<file path="src/rtl/cpu_pkg.sv">
// Shared CPU-wide types and default sizing for the hazard scoreboard.
// Holds the register address type, the x0 constant and the scoreboard defaults.
package cpu_pkg;

  typedef logic [4:0] reg_addr_t;

  localparam reg_addr_t REG_ZERO = 5'd0;

  localparam int SB_MAX_OUTSTANDING = 4;
  localparam int SB_CNT_W           = 2;

  function automatic logic is_zero_reg(input reg_addr_t addr);
    return addr == REG_ZERO;
  endfunction

endpackage

</file>
<file path="src/rtl/sb_pend_counter.sv">
// Saturating up/down counter tracking in-flight long writes to one register.
// inc and dec together cancel; it never wraps past 0 or the all-ones value.
module sb_pend_counter
  import cpu_pkg::*;
#(
  parameter int CNT_W = SB_CNT_W
) (
  input  logic             clk,
  input  logic             rst,
  input  logic             inc,
  input  logic             dec,
  output logic [CNT_W-1:0] count,
  output logic             zero,
  output logic             sat
);

  localparam logic [CNT_W-1:0] CNT_MAX = '1;
  localparam logic [CNT_W-1:0] CNT_ONE = 1;

  logic [CNT_W-1:0] count_q, count_d;

  always_comb begin
    count_d = count_q;
    if (inc && !dec && count_q != CNT_MAX) begin
      count_d = count_q + CNT_ONE;
    end else if (dec && !inc && count_q != '0) begin
      count_d = count_q - CNT_ONE;
    end
  end

  always_ff @(posedge clk) begin
    if (!rst) begin
      count_q <= '0;
    end else begin
      count_q <= count_d;
    end
  end

  assign count = count_q;
  assign zero  = (count_q == '0);
  assign sat   = (count_q == CNT_MAX);

endmodule

</file>
<file path="src/rtl/hazard_scoreboard.sv">
// Tracks in-flight long-latency register writes and stalls ID on unresolved sources.
// Optional macro SB_RETIRE_BYPASS_EN lets a source waiting on its last retire issue in the retire cycle.
module hazard_scoreboard
  import cpu_pkg::*;
#(
  parameter int MAX_OUTSTANDING = SB_MAX_OUTSTANDING,
  parameter int CNT_W           = SB_CNT_W
) (
  input  logic      clk,
  input  logic      rst,
  input  logic      id_valid,
  input  reg_addr_t id_rs1_addr,
  input  logic      id_rs1_used,
  input  reg_addr_t id_rs2_addr,
  input  logic      id_rs2_used,
  input  reg_addr_t id_rd_addr,
  input  logic      id_long,
  input  logic      ex_mem_read,
  input  reg_addr_t ex_rd_addr,
  input  logic      flush,
  input  logic      wb_valid,
  input  logic      wb_long,
  input  reg_addr_t wb_rd_addr,
  output logic      stall,
  output logic [3:0] outstanding,
  output logic      err_underflow
);

  localparam logic [3:0] TOTAL_MAX = 4'(MAX_OUTSTANDING);
  localparam logic [3:0] TOTAL_ONE = 4'd1;

  logic [CNT_W-1:0] pend [32];
  logic [31:0]      pend_zero;
  logic [31:0]      pend_sat;

  logic [3:0] total_q, total_d;
  logic       err_q, err_d;

  logic issue, retire, wb_long_valid, underflow;
  logic hit1, hit2, loaduse1, loaduse2, structural;
  logic rs1_bypass, rs2_bypass;

  // x0 is hard-wired empty so every lookup can index the array directly.
  assign pend[0]      = '0;
  assign pend_zero[0] = 1'b1;
  assign pend_sat[0]  = 1'b0;

  generate
    for (genvar gi = 1; gi < 32; gi++) begin : g_pend
      sb_pend_counter #(
        .CNT_W(CNT_W)
      ) u_cnt (
        .clk  (clk),
        .rst  (rst),
        .inc  (issue && (id_rd_addr == reg_addr_t'(gi))),
        .dec  (retire && (wb_rd_addr == reg_addr_t'(gi))),
        .count(pend[gi]),
        .zero (pend_zero[gi]),
        .sat  (pend_sat[gi])
      );
    end
  endgenerate

  assign wb_long_valid = wb_valid && wb_long && !is_zero_reg(wb_rd_addr);
  assign retire        = wb_long_valid && !pend_zero[wb_rd_addr];
  assign underflow     = wb_long_valid && pend_zero[wb_rd_addr];

`ifdef SB_RETIRE_BYPASS_EN
  localparam logic [CNT_W-1:0] PEND_ONE = 1;
  // The WB forwarding path supplies the value of the last outstanding write.
  assign rs1_bypass = retire && (wb_rd_addr == id_rs1_addr) && (pend[id_rs1_addr] == PEND_ONE);
  assign rs2_bypass = retire && (wb_rd_addr == id_rs2_addr) && (pend[id_rs2_addr] == PEND_ONE);
`else
  assign rs1_bypass = 1'b0;
  assign rs2_bypass = 1'b0;
`endif

  assign hit1 = id_rs1_used && !is_zero_reg(id_rs1_addr) && !pend_zero[id_rs1_addr] && !rs1_bypass;
  assign hit2 = id_rs2_used && !is_zero_reg(id_rs2_addr) && !pend_zero[id_rs2_addr] && !rs2_bypass;

  assign loaduse1 = id_rs1_used && !is_zero_reg(id_rs1_addr) && ex_mem_read && (ex_rd_addr == id_rs1_addr);
  assign loaduse2 = id_rs2_used && !is_zero_reg(id_rs2_addr) && ex_mem_read && (ex_rd_addr == id_rs2_addr);

  assign structural = id_long && ((total_q == TOTAL_MAX) ||
                                  (!is_zero_reg(id_rd_addr) && pend_sat[id_rd_addr]));

  assign stall = rst && id_valid && !flush &&
                 (hit1 || hit2 || loaduse1 || loaduse2 || structural);

  assign issue = id_valid && !stall && !flush && id_long && !is_zero_reg(id_rd_addr);

  always_comb begin
    total_d = total_q;
    err_d   = err_q || underflow;
    case ({issue, retire})
      2'b10:   total_d = total_q + TOTAL_ONE;
      2'b01:   total_d = total_q - TOTAL_ONE;
      default: total_d = total_q;
    endcase
  end

  always_ff @(posedge clk) begin
    if (!rst) begin
      total_q <= '0;
      err_q   <= 1'b0;
    end else begin
      total_q <= total_d;
      err_q   <= err_d;
    end
  end

  assign outstanding   = total_q;
  assign err_underflow = err_q;

endmodule

</file>
<file path="config.mk">
export PLATFORM = sky130hd
export DESIGN_NAME = hazard_scoreboard
export DESIGN_NICKNAME = d
export VERILOG_FILES = /design/src/rtl/cpu_pkg.sv /design/src/rtl/sb_pend_counter.sv /design/src/rtl/hazard_scoreboard.sv
export SDC_FILE = /design/constraint.sdc
export NUM_CORES = 1
export LEC_CHECK = 0
export BUFFER_PORTS_ARGS = -buffer_cell sky130_fd_sc_hd__buf_4
export CAP_MARGIN = 30
export CORE_AREA = 5 5 101 103
export CTS_CLUSTER_SIZE = 20
export DETAILED_ROUTE_END_ITERATION = 8
export DIE_AREA = 0 0 106 108
export PLACE_DENSITY = 0.86
export REMOVE_ABC_BUFFERS = 1
export SKIP_CTS_REPAIR_TIMING = 1
export SLEW_MARGIN = 40
export SYNTH_ARGS = -nofsm -noshare
export SYNTH_HDL_FRONTEND = slang
export SYNTH_SLANG_ARGS = --single-unit
</file>
<file path="constraint.sdc">
create_clock -name clk -period 5.15 [get_ports clk]
set_input_delay 1.03 -clock clk [delete_from_list [all_inputs] [get_ports clk]]
set_output_delay 1.03 -clock clk [all_outputs]
set_load 0.05 [all_outputs]
</file>
; After elaboration in Yosys (flattened, before gate mapping)
; Index checks and enable logic that the tools add are counted.
[op_classes]
muxes = 71
add_sub_neg = 64
reduce_logical = 382
n_eq_ne = 129
order_cmp = 4
[ops]
columns = cell, n
row1 = $logic_and 1x1->1, 207
row2 = $eq 5x5->1 const B, 32
row3 = $reduce_bool 2->1, 63
row4 = $mux 2, 62
row5 = $eq 5x4->1 const B, 16
row6 = $logic_not 1->1, 71
row7 = $eq 2x2->1 const B, 32
row8 = $add 2x1->2 const B, 31
row9 = $logic_not 2->1, 31
row10 = $ne 2x2->1 const B, 31
row11 = $sub 2x1->2 const B, 31
row12 = $eq 5x3->1 const B, 8
row13 = $lt 5x6->1 const B, 4
row14 = $bmux 1 s5, 4
row15 = $eq 5x2->1 const B, 4
row16 = $logic_not 5->1, 4
row17 = $eq 5x1->1 const B, 2
row18 = $eq 5x5->1, 2
row19 = $pmux 4 s2, 1
row20 = $logic_or 1x1->1, 6
row21 = $add 4x1->4 const B, 1
row22 = $eq 4x3->1 const B, 1
row23 = $mux 1, 4
row24 = $sub 4x1->4 const B, 1
row25 = $eq 2x1->1 const B, 1
[totals]
inputBits = 35
register_bits = 67
word_cells = 683

; Logic depth before layout (Yosys ltp)
; Gate-level depths: netlist of the first run.
[depth]
ltp_word = 21
ltp_mapped = 17

; Hierarchy
; Synthesis of the first run repeated with hierarchy kept, for this count alone.
[hier_totals]
cells_unflattened = 730
area_unflattened_um2 = 6108.4
[modules_own_cells]
columns = module, n_inst, area_each_um2, cells_per_inst
row1 = sb_pend_counter, 31, 118.9, 14
row2 = hazard_scoreboard, 1, 2423.6, 296

; Worst setup path after synthesis of the first run
; No wires, ideal clock.
[synth_timing]
path_kind = input-to-reg
startpoint = in id_rs2_addr[0]
endpoint = reg total_q[3], in the netlist outstanding[3]
setup_ns = 0.071
setup_slack_ns = 0.598
cell_stages = 16
arrival_ns = 4.482
path_cell_list = buf_2 buf_2 nor4_1 a2111oi_0 a41oi_1 nand4_1 nor2_1 nand2_1 or3_1 ha_1 ha_1 a21o_1 a21oi_1 xnor2_1 or3_1 a21oi_1
[synth_between]
elab_chain_cells = 16
elab_cells_between_ends = 24
[synth_rtl]
columns = element, line_no
row1 = "start, declared", hazard_scoreboard.sv:14  ; input reg_addr_t id_rs2_addr,
row2 = $bmux 1 s5 or $logic_not 5->1 (tied branches), "hazard_scoreboard.sv:79, cpu_pkg.sv:13"
row3 = $mux 1 (implied by the code) or $logic_not 1->1 (tied branches), "hazard_scoreboard.sv:79, hazard_scoreboard.sv:82"
row4 = $logic_not 1->1 or $logic_and 1x1->1 (tied branches), "hazard_scoreboard.sv:79, hazard_scoreboard.sv:82"
row5 = $logic_and 1x1->1, hazard_scoreboard.sv:79  ; assign hit2 = id_rs2_used && !is_zero_reg(id_rs2_addr) && !pend_zero[id_rs2_addr] && !rs2_bypass;
row6 = $logic_or 1x1->1 (2 in a row), hazard_scoreboard.sv:88  ; (hit1 || hit2 || loaduse1 || loaduse2 || structural);
row7 = $logic_or 1x1->1 * (2 in a row), hazard_scoreboard.sv:88
row8 = $logic_and 1x1->1 *, hazard_scoreboard.sv:87  ; assign stall = rst && id_valid && !flush &&
row9 = via stall, hazard_scoreboard.sv:24  ; output logic stall,
row10 = $logic_not 1->1 *, hazard_scoreboard.sv:90  ; assign issue = id_valid && !stall && !flush && id_long && !is_zero_reg(id_rd_addr);
row11 = $logic_and 1x1->1 * (4 in a row), hazard_scoreboard.sv:90
row12 = $eq 2x1->1 or $eq 2x2->1 (tied branches), hazard_scoreboard.sv:95  ; case ({issue, retire})
row13 = $pmux 4 s2 or $reduce_bool 2->1 (tied branches), n/a
row14 = "end signal, assigned", hazard_scoreboard.sv:107  ; total_q <= total_d;
row15 = "end, declared", hazard_scoreboard.sv:36  ; logic [3:0] total_q, total_d;
; Mark *: on every way through the listed nets, which the timed path passes. The rest lies on a longest branch. The select of a mux whose other input is x is not followed.
; A chain may end at the register's enable or synchronous reset.

; Worst setup path after layout of the first run
[layout_timing]
startpoint = in id_rs1_addr[1]
endpoint = reg total_q[3], in the netlist outstanding[3]
[layout_between]
elab_chain_cells = 16
elab_cells_between_ends = 24
[layout_rtl]
columns = element, line_no
row1 = "start, declared", hazard_scoreboard.sv:12  ; input reg_addr_t id_rs1_addr,
row2 = $bmux 1 s5 or $logic_not 5->1 (tied branches), "hazard_scoreboard.sv:78, cpu_pkg.sv:13"
row3 = $mux 1 (implied by the code) or $logic_not 1->1 (tied branches), "hazard_scoreboard.sv:78, hazard_scoreboard.sv:81"
row4 = $logic_not 1->1 or $logic_and 1x1->1 (tied branches), "hazard_scoreboard.sv:78, hazard_scoreboard.sv:81"
row5 = $logic_and 1x1->1 (on tied branches), "hazard_scoreboard.sv:78, hazard_scoreboard.sv:81"
row6 = $logic_or 1x1->1 or $logic_and 1x1->1 (tied branches), "hazard_scoreboard.sv:88, hazard_scoreboard.sv:81"
row7 = $logic_or 1x1->1 * (3 in a row), hazard_scoreboard.sv:88
row8 = $logic_and 1x1->1 *, hazard_scoreboard.sv:87
row9 = $logic_not 1->1 *, hazard_scoreboard.sv:90
row10 = $logic_and 1x1->1 * (4 in a row), hazard_scoreboard.sv:90
row11 = $eq 2x1->1 or $eq 2x2->1 (tied branches), hazard_scoreboard.sv:95
row12 = $pmux 4 s2 or $reduce_bool 2->1 (tied branches), n/a
; Mark *: on every way between the ends. The rest lies on a longest branch, timed or not. The select of a mux whose other input is x is not followed.

==> results.yml, run 1 <==
pwr:
  p_leak_uw: 0.002054
  worst_ir_drop_vdd_uv: 141.8
  cellPowerDensity_nw_per_um2: 199.3
  design_power_total_uw: 1188
status:
  outcome: "finished clean"
global_route:
  via_count_of_the_first_global_routing_pass: 5853
  grt_start_max_net_pins: 31
  grt_antenna_before_repair: 0
  gr-total-overflow: 0
  track_usage_pct: 35.31
  grt_first_pass_wirelength_mm: 31.44
clock_tree:
  cts_buffers: 9
  cts-htree-levels: 3
  clk_pin_slew_worst_paths_ns: 0.08
  tritoncts_num_sinks: 67
  clock_latency_reported_for_the_late_side_of_the_worst_skew_pair_ns: 0.38
  cts_root_buf: "clkbuf_8"
  clock_tree_from_tritoncts: "done"
  clock_tree.buffer_depth: 2
critical_path:
  cp-start-kind: "primary input"
  worstSetupPathType: "primary input to register"
  critPathSlowestCell: "mux4_2"
  timing.critical_path.max_delay_family: "compound AO/OA/AOI/OAI gates"
  timing.critical_path.arrival_ns: 4.58
  worst-path-max-fanout: 13
  slowest_delay_ns: 0.53
  setup.worst_path.end_class: "register"
  crit_required_ns: 5.45
  worstPathCellList: "buf_4, inv_1, mux4_2, a221oi_2, a211oi_1, a211oi_4, nand2_1, or3_1, ha_1, ha_1, a21o_1, a21oi_1, xnor2_1, or3_1, a21oi_1"
  ff2ff_setup_slack_ns: 1.25
  critical_path_buf_inv_count: 2
finish:
  nNetsFinal: 797
  final_cell_mix: "72 x nor2_1, 67 x dfxtp_1, 59 x a21oi_1, 56 x nand2_1, 52 x o21ai_0"
  post_route_cells_drive_above_1_share_pct: 11.02
  commonest_non_fill_non_tap_cell_in_the_layout: "nor2_1"
  antennaDiodeCount: 0
  area.growth.synth_to_final_pct: 8.943
  postLayoutCoreUtil_pct: 65.43
  fillers: 820
  final_cell_count_no_fill: 873
yosys:
  ys_dominant_reg_cell: "dfxtp_1"
  postSynthRegisterBits: 67
  async_reset_ff_share_pct: 0
  syn_area_per_cell_um2: 7.313
  yosys_warnings: 0
  synth_enable_flop_cells: 0
  synth.cell_area_um2: 5470
  netlist_instances: 748
  synth_cell_types: 79
  seq_area_frac_synth_pct: 24.52
drt:
  routed_wirelength_mm: 20.35
  dr_vias: 6346
  antenna_violating_nets_post_route: 0
  drt-pass1-iter-count: 6
  drc_errors: 0
  drt_first_iter_violations: 798
  drt-wirelength-per-cell_um: 23.31
  drt-vias-per-instance: 7.269
timing:
  total_neg_setup_slack_ns: 0
  finalMaxSlewViolations: 0
  setup_viol: 0
  period_minus_slack_ns: 4.275
  timing.slew.headroom_pct: 41.31
  maxClockFrequency_mhz: 233.9
  worstMarginPinSlew_ns: 0.8781
  fin_worst_skew_ns: 0.02123
  postLayoutSetupSlackWorst_ns: 0.8747
  grt_setup_unrepaired: "false"
  fin_crit_sh_pct: 83.01
  hold_viol_final: 0
hold_path:
  holdCritPathClass: "register to register"
floorplanning:
  rows: 35
  fp.dieArea_um2: 11450
  start_util_pct: 60.05
  chipWidth_um: 106
  die-height_um: 108
  boundaryPins: 41
  core-area_um2: 9109
placement:
  gpl.final_weighted_congestion: 0.9769
  place.port_buffers: 40
  dpl.hpwl_mm: 15.02
  dpl_worst_slack_ns: 0.5515
  inst_count_dp: 858
job:
  timing.max_cap.violations: 0
[registers in the layout, summed over array words and instances, names as in the netlist]
signal              flops
g_pend.u_cnt.count     62
outstanding             4
err_underflow           1
[per-layer routing]
layer | part of all wire (%) | track usage [%]
met1 | 39 | 43.84
met2 | 45 | 57.47
met3 | 12 | 10.03
met4 | 4.3 | 15.36
met5 | 0 | 0
[where the power goes]
part	internal [uW]	leakage (uW)	total (uW)	switching (uW)
clock network	221	0.0000913	450	229
registers	521	0.000540	527	5.66
logic	71.3	0.00142	211	140
[logic make-up (layout without fill, tap and decap cells)]
logic type	Yosys count	in the layout	synth area share, %
xor+xnor	14	14	2.242
flops	67	67	24.52
fa+ha+maj	4	4	1.052
buf+inv	65	79	4.620
mux	10	10	3.911
simple gates	339	339	33.28
compound gates	249	249	30.38
[worst register-to-register path: stages (launching register included)]
cell	delay, ns
dfxtp_1	0.40
or2_0	0.25
mux4_2	0.48
a221oi_2	0.23
a211oi_1	0.11
a211oi_4	0.37
nand2_1	0.14
or3_1	0.42
ha_1	0.25
ha_1	0.29
a21o_1	0.18
a21oi_1	0.17
xnor2_1	0.09
or3_1	0.31
a21oi_1	0.14
[through the flow]
| stage | hold WS, ns | area (um2) |
|---|---|---|
| 3_3_place_gp | 0.4538 | 5768 |
| 6_report | 0.4720 | 5959 |
| 4_1_cts | 0.4767 | 5959 |
| 3_5_place_dp | 0.4578 | 5768 |
| 5_1_grt | 0.5038 | 5959 |
| 2_1_floorplan | 0.4664 | 5293 |
[worst paths after layout]
path / start / cells after the start / to
hold reg to reg: err_underflow / 1 / err_underflow
setup reg to reg: g_pend[29].u_cnt.count[1] / 14 / outstanding[3]
setup / recovery: id_rs1_addr[1] / 15 / outstanding[3]
hold / removal: err_underflow / 1 / err_underflow
[Yosys cell counts, types with 8 or more instances]
cell type / number / area share (%)
a21oi_1: 59 / 5.4
o311a_1: 19 / 3.5
a211oi_1: 13 / 1.8
nor2b_1: 10 / 1.1
nand2b_1: 26 / 3.0
o21ai_0: 52 / 4.8
mux4_2: 9 / 3.7
xnor2_1: 8 / 1.3
or3_1: 10 / 1.1
nand4_1: 8 / 0.91
clkbuf_1: 35 / 2.4
nor4_1: 23 / 2.6
and3_1: 11 / 1.3
nand3_1: 27 / 2.5
a21o_1: 9 / 1.2
inv_1: 19 / 1.3
o21a_1: 11 / 1.5
nor2_1: 72 / 4.9
dfxtp_1: 67 / 25
nand2_1: 56 / 3.8
nor3_1: 44 / 4.0
o21ai_1: 21 / 1.9
[layout make-up]
type	instances	area [um2]	share of cell area (%)
multi-input combinational	616	3882	65.15
clock inverter	6	67.56	1.134
sequential	67	1341	22.51
tap	111	138.9	2.330
inverter	20	75.07	1.260
clock buffer	9	123.9	2.079
timing repair buffer	44	330.3	5.543
(Power assumes the default switching activity.)
==> inputs of run 2 (changes only) <==
clock period = 4 ns   (was 5.15 ns; I/O delays follow)
==> run 2 against run 1 <==
Non-clock buffer count grew 43. Cell count up 5.0%. Sequential power increased by 29%. Largest cell class unchanged. Clock power grew 42%. Worst hold slack better by 0.0042 ns. Combinational power increased by 44%. Clock skew down 0.0089 ns. Routed wire length grew 0.22%. Global-route usage up 0.30 points. Total power is 37% higher. Design area increased by 5.9%.
==> results.yml, run 2 (synthesized netlist as in run 1, its figures left out) <==
status:
  outcome: "finished clean"
finish:
  fillers: 805
  final_cell_count_no_fill: 917
  final_cell_mix: "87 x buf_4, 72 x nor2_1, 67 x dfxtp_1, 58 x a21oi_1, 56 x nand2_1"
  largest_reg_flops: 62
  commonest_non_fill_non_tap_cell_in_the_layout: "buf_4"
  area.growth.synth_to_final_pct: 15.35
  nNetsFinal: 840
  post_route_cells_drive_above_1_share_pct: 15.88
  antennaDiodeCount: 0
critical_path:
  launching_element_of_the_worst_setup_path: "id_rs1_addr[1]"
  worstSetupPathType: "primary input to register"
  cp-start-kind: "primary input"
  worst-path-max-fanout: 2
  timing.critical_path.arrival_ns: 4.06
  ff2ff_setup_slack_ns: 0.25
  setup.worst_path.end_class: "register"
  r2r_end: "outstanding[3]"
  timing.reg2reg.worst_path_depth: 14
  timing.critical_path.to: "outstanding[3]"
  crit_required_ns: 4.29
  r2r-start: "g_pend[31].u_cnt.count[1]"
placement:
  gpl.final_weighted_congestion: 0.9891
  place.port_buffers: 40
  dpl.hpwl_mm: 15.51
  inst_count_dp: 901
pwr:
  cell_internal_pwr_uw: 1138
  worst_ir_drop_vdd_uv: 187.0
  share_comb_of_total_power_pct: 18.8
  seq_power_share_pct: 41.8
  p_sw_uw: 484.0
  power_switching_share_pct: 29.84
  p_leak_uw: 0.002278
  clock_power_share_pct: 39.4
  cellPowerDensity_nw_per_um2: 257.1
global_route:
  gr-total-overflow: 0
  track_usage_pct: 35.61
  via_count_of_the_first_global_routing_pass: 6055
  grt_antenna_before_repair: 0
  grt_start_max_net_pins: 44
  grt_first_pass_wirelength_mm: 31.87
drt:
  routed_wirelength_mm: 20.39
  drc_errors: 0
  drt-pass1-iter-count: 8
  drt-wirelength-per-cell_um: 22.24
  drt-vias-per-instance: 7.092
  drt_first_iter_violations: 789
  dr_vias: 6503
  antenna_violating_nets_post_route: 0
clock_tree:
  tritoncts_num_sinks: 67
  clk_pin_slew_worst_paths_ns: 0.08
  clock_tree.buffer_depth: 2
  cts_buffers: 9
  cts_root_buf: "clkbuf_8"
  clock_latency_reported_for_the_late_side_of_the_worst_skew_pair_ns: 0.36
  clock_tree_from_tritoncts: "done"
  cts-htree-levels: 3
floorplanning:
  chipWidth_um: 106
  boundaryPins: 41
  die-height_um: 108
  fp.dieArea_um2: 11450
  core-area_um2: 9109
  rows: 35
  start_util_pct: 60.05
timing:
  setup_viol: 0
  timing.slew.headroom_pct: 55.40
  worstMarginPinSlew_ns: 0.6665
  fin_worst_skew_ns: 0.01232
  hold_viol_final: 0
  finalMaxSlewViolations: 0
  fin_crit_sh_pct: 94.45
  holdWs_ns: 0.4761
  maxClockFrequency_mhz: 264.7
  grt_setup_unrepaired: "false"
  period_minus_slack_ns: 3.778
job:
  timing.max_cap.violations: 0
hold_path:
  holdCritPathClass: "register to register"
-- run 2: power by group through the flow --
stage	Clock [uW]	Combinational [uW]	Sequential [uW]
floorplan	0	125	702
global placement	0	287	693
detailed placement	0	293	694
CTS	637	295	678
global route	674	321	679
finish	640	304	678
-- run 2: cell type report --
cell class / count / area (um2) / area share (%)
flip-flops and latches: 67 / 1341 / 21.26
inverters: 20 / 75.07 / 1.190
well taps: 111 / 138.9 / 2.201
clock inverters: 5 / 77.57 / 1.229
multi-input cells: 616 / 3892 / 61.69
clock buffers: 11 / 131.4 / 2.082
repair buffers: 87 / 653.1 / 10.35
-- run 2: critical path: stages --
cell	delay, ns
buf_4	0.12
inv_1	0.09
mux4_2	0.54
a221oi_2	0.26
a211oi_1	0.12
a211oi_4	0.24
nand2_1	0.11
or3_1	0.40
ha_1	0.23
ha_1	0.28
a21o_1	0.19
a21oi_2	0.15
xnor2_1	0.08
or3_1	0.30
a21oi_1	0.14
-- run 2: worst min-delay path by stage --
| stage | start | to | slack [ns] | depth (start not counted) |
|---|---|---|---|---|
| final | err_underflow | err_underflow | 0.48 | 1 |
| after detailed placement | err_underflow | err_underflow | 0.46 | 1 |
| after global routing | err_underflow | err_underflow | 0.49 | 1 |
| after global placement | err_underflow | err_underflow | 0.45 | 1 |
| after floorplan | g_pend[20].u_cnt.count[0] | g_pend[20].u_cnt.count[0] | 0.47 | 1 |
| after CTS | err_underflow | err_underflow | 0.48 | 1 |
-- run 2: through the flow --
step	util, %	TNS, ns	power (uW)	cell area (um2)	setup slack [ns]
finish	69.27	0	1622	6310	0.2220
floorplan	-	-0.2426	826.7	5293	-0.2426
global placement	66.87	-0.02732	980.7	6091	-0.02732
detailed placement	66.87	-0.1643	987.0	6091	-0.1643
CTS	69.16	0	1610	6300	0.2038
global route	69.27	0	1674	6310	0.01803
-- run 2: routing by layer --
layer	wire length [um]	share of wire (%)	track usage (%)
met1	8027	39	46.65
met2	9026	44	56.74
met3	2570	13	8.418
met4	766	3.8	14.43
met5	0	0	0
==> inputs of run 3 (changes only) <==
PLACE_DENSITY = 0.8   (was 0.86)
==> run 3 against run 2 <==
Design area grew 0.52%. Worst hold slack better by 0.023 ns. Global-route usage hardly changed. Critical path depth unchanged. Largest cell class unchanged. Sequential share of layout area decreased by 0.11 points. Total power is 6.0% higher. Non-clock buffer count decreased by 2.
==> results.yml, run 3 (synthesized netlist as in run 1, its figures left out) <==
drt:
  drt-vias-per-instance: 7.066
  drt-pass1-iter-count: 6
  antenna_violating_nets_post_route: 0
  drt_first_iter_violations: 793
  dr_vias: 6465
  routed_wirelength_mm: 20.45
  drc_errors: 0
  drt-wirelength-per-cell_um: 22.35
floorplanning:
  core-area_um2: 9109
  rows: 35
  start_util_pct: 60.05
  fp.dieArea_um2: 11450
  boundaryPins: 41
  die-height_um: 108
  chipWidth_um: 106
timing:
  period_minus_slack_ns: 3.817
  total_neg_setup_slack_ns: 0
  setup_viol: 0
  worstMarginPinSlew_ns: 0.6761
  fin_worst_skew_ns: 0.01988
  holdWs_ns: 0.4992
  grt_setup_unrepaired: "false"
  maxClockFrequency_mhz: 262.0
  timing.slew.headroom_pct: 54.76
  finalMaxSlewViolations: 0
  hold_viol_final: 0
  fin_crit_sh_pct: 95.42
global_route:
  via_count_of_the_first_global_routing_pass: 5976
  grt_most_used_layer: "met2"
  grt_start_max_net_pins: 28
  grt_use_met1_pct: 47.05
  gr-usage-met3_pct: 9.910
  grt_use_met2_pct: 56.28
  track_usage_pct: 35.56
  grt_first_pass_wirelength_mm: 31.79
  grt_antenna_before_repair: 0
  gr-total-overflow: 0
critical_path:
  timing.critical_path.max_delay_family: "compound AO/OA/AOI/OAI gates"
  critical_path_buf_inv_count: 3
  timing.critical_path.arrival_ns: 4.09
  slowest_delay_ns: 0.53
  critPathSlowestCell: "mux4_2"
  crit_required_ns: 4.27
  cp-start-kind: "primary input"
  worst-path-max-fanout: 2
  worstPathCellList: "buf_4, inv_1, mux4_2, a221oi_2, a211oi_1, a211oi_4, nand2_1, or3_1, ha_1, buf_4, ha_1, a21oi_1, xnor2_1, or3_1, a21oi_1"
  setup.worst_path.end_class: "register"
  worstSetupPathType: "primary input to register"
  ff2ff_setup_slack_ns: 0.23
pwr:
  seq_power_share_pct: 39.4
  cell_internal_pwr_uw: 1218
  worst_ir_drop_vdd_uv: 220.5
  share_comb_of_total_power_pct: 17.4
  p_leak_uw: 0.002301
  power_switching_share_pct: 29.19
  clock_power_share_pct: 43.2
  p_sw_uw: 501.9
  cellPowerDensity_nw_per_um2: 271.1
  design_power_total_uw: 1719
clock_tree:
  clock_tree_from_tritoncts: "done"
  clock_latency_reported_for_the_late_side_of_the_worst_skew_pair_ns: 0.37
  tritoncts_num_sinks: 67
  cts_buffers: 9
  clk_pin_slew_worst_paths_ns: 0.09
  clock_tree.buffer_depth: 2
  cts_root_buf: "clkbuf_8"
  cts-htree-levels: 3
finish:
  post_route_cells_drive_above_1_share_pct: 15.92
  area.growth.synth_to_final_pct: 15.94
  nNetsFinal: 838
  antennaDiodeCount: 0
  fillers: 780
  final_cell_mix: "84 x buf_4, 71 x nor2_1, 67 x dfxtp_1, 59 x a21oi_1, 56 x nand2_1"
  largest_reg_flops: 62
  seq_area_um2: 1341
  stdcell_area_um2: 6342
  postLayoutCoreUtil_pct: 69.63
  commonest_non_fill_non_tap_cell_in_the_layout: "buf_4"
  multi_input_comb_area_um2: 3885
placement:
  gpl.final_weighted_congestion: 0.9854
  place.port_buffers: 40
  dpl.hpwl_mm: 15.48
  detailed_place.area_um2: 6090
hold_path:
  holdCritPathClass: "register to register"
status:
  outcome: "finished clean"
job:
  timing.max_cap.violations: 0
==> run 3: cell types whose count changed in the layout (fill, tap and decap cells not counted), sizes merged <==
cell	before	now
clkinvlp	1	0
clkinv	3	4
clkbuf	11	10
bufinv	2	3
buf	87	85
==> run 3: path summary, 6_finish.rpt <==
path	from	to	depth (start not counted)
worst max-delay path	id_rs1_addr[1]	outstanding[3]	15
worst min-delay path	err_underflow	err_underflow	1
worst max register to register	g_pend[31].u_cnt.count[1]	outstanding[3]	14
worst min register to register	err_underflow	err_underflow	1
==> run 3: worst register-to-register path, stage by stage, from the launching register on <==
cell and delay (ns):
dfxtp_1 0.39, or2_0 0.26, mux4_2 0.48, a221oi_2 0.23, a211oi_1 0.11, a211oi_4 0.24, nand2_1 0.10, or3_1 0.42
ha_1 0.24, buf_4 0.14, ha_1 0.30, a21oi_1 0.18, xnor2_1 0.09, or3_1 0.31, a21oi_1 0.18
==> run 3: power groups by stage <==
| stage | sequential, uW | clock (uW) | combinational [uW] |
|---|---|---|---|
| 6_report | 678 | 743 | 299 |
| 5_1_grt | 679 | 774 | 315 |
| 4_1_cts | 678 | 734 | 289 |
| 3_5_place_dp | 693 | 0 | 287 |
| 3_3_place_gp | 693 | 0 | 282 |
| 2_1_floorplan | 702 | 0 | 125 |
==> run 3: cell type report <==
type                       instances  share of cell area, %
clock buffer                      10                  2.170
clock inverter                     6                  1.775
inverter                          20                  1.203
multi-input combinational        616                  61.25
sequential                        67                  21.15
tap                              111                  2.190
timing repair buffer              85                  10.26
==> run 3: metrics by stage <==
step,std cells,worst slack [ns]
detailed placement,899,-0.1802
finish,915,0.1832
floorplan,703,-0.2426
global placement,899,-0.01382
CTS,915,0.1827
global route,915,0.02930
==> run 3: metal layers <==
| metal | part of all wire (%) | routed length [um] |
|---|---|---|
| met3 | 13 | 2656 |
| met4 | 3.4 | 692 |
| met2 | 44 | 8988 |
| met5 | 0 | 0 |
| met1 | 40 | 8112 |
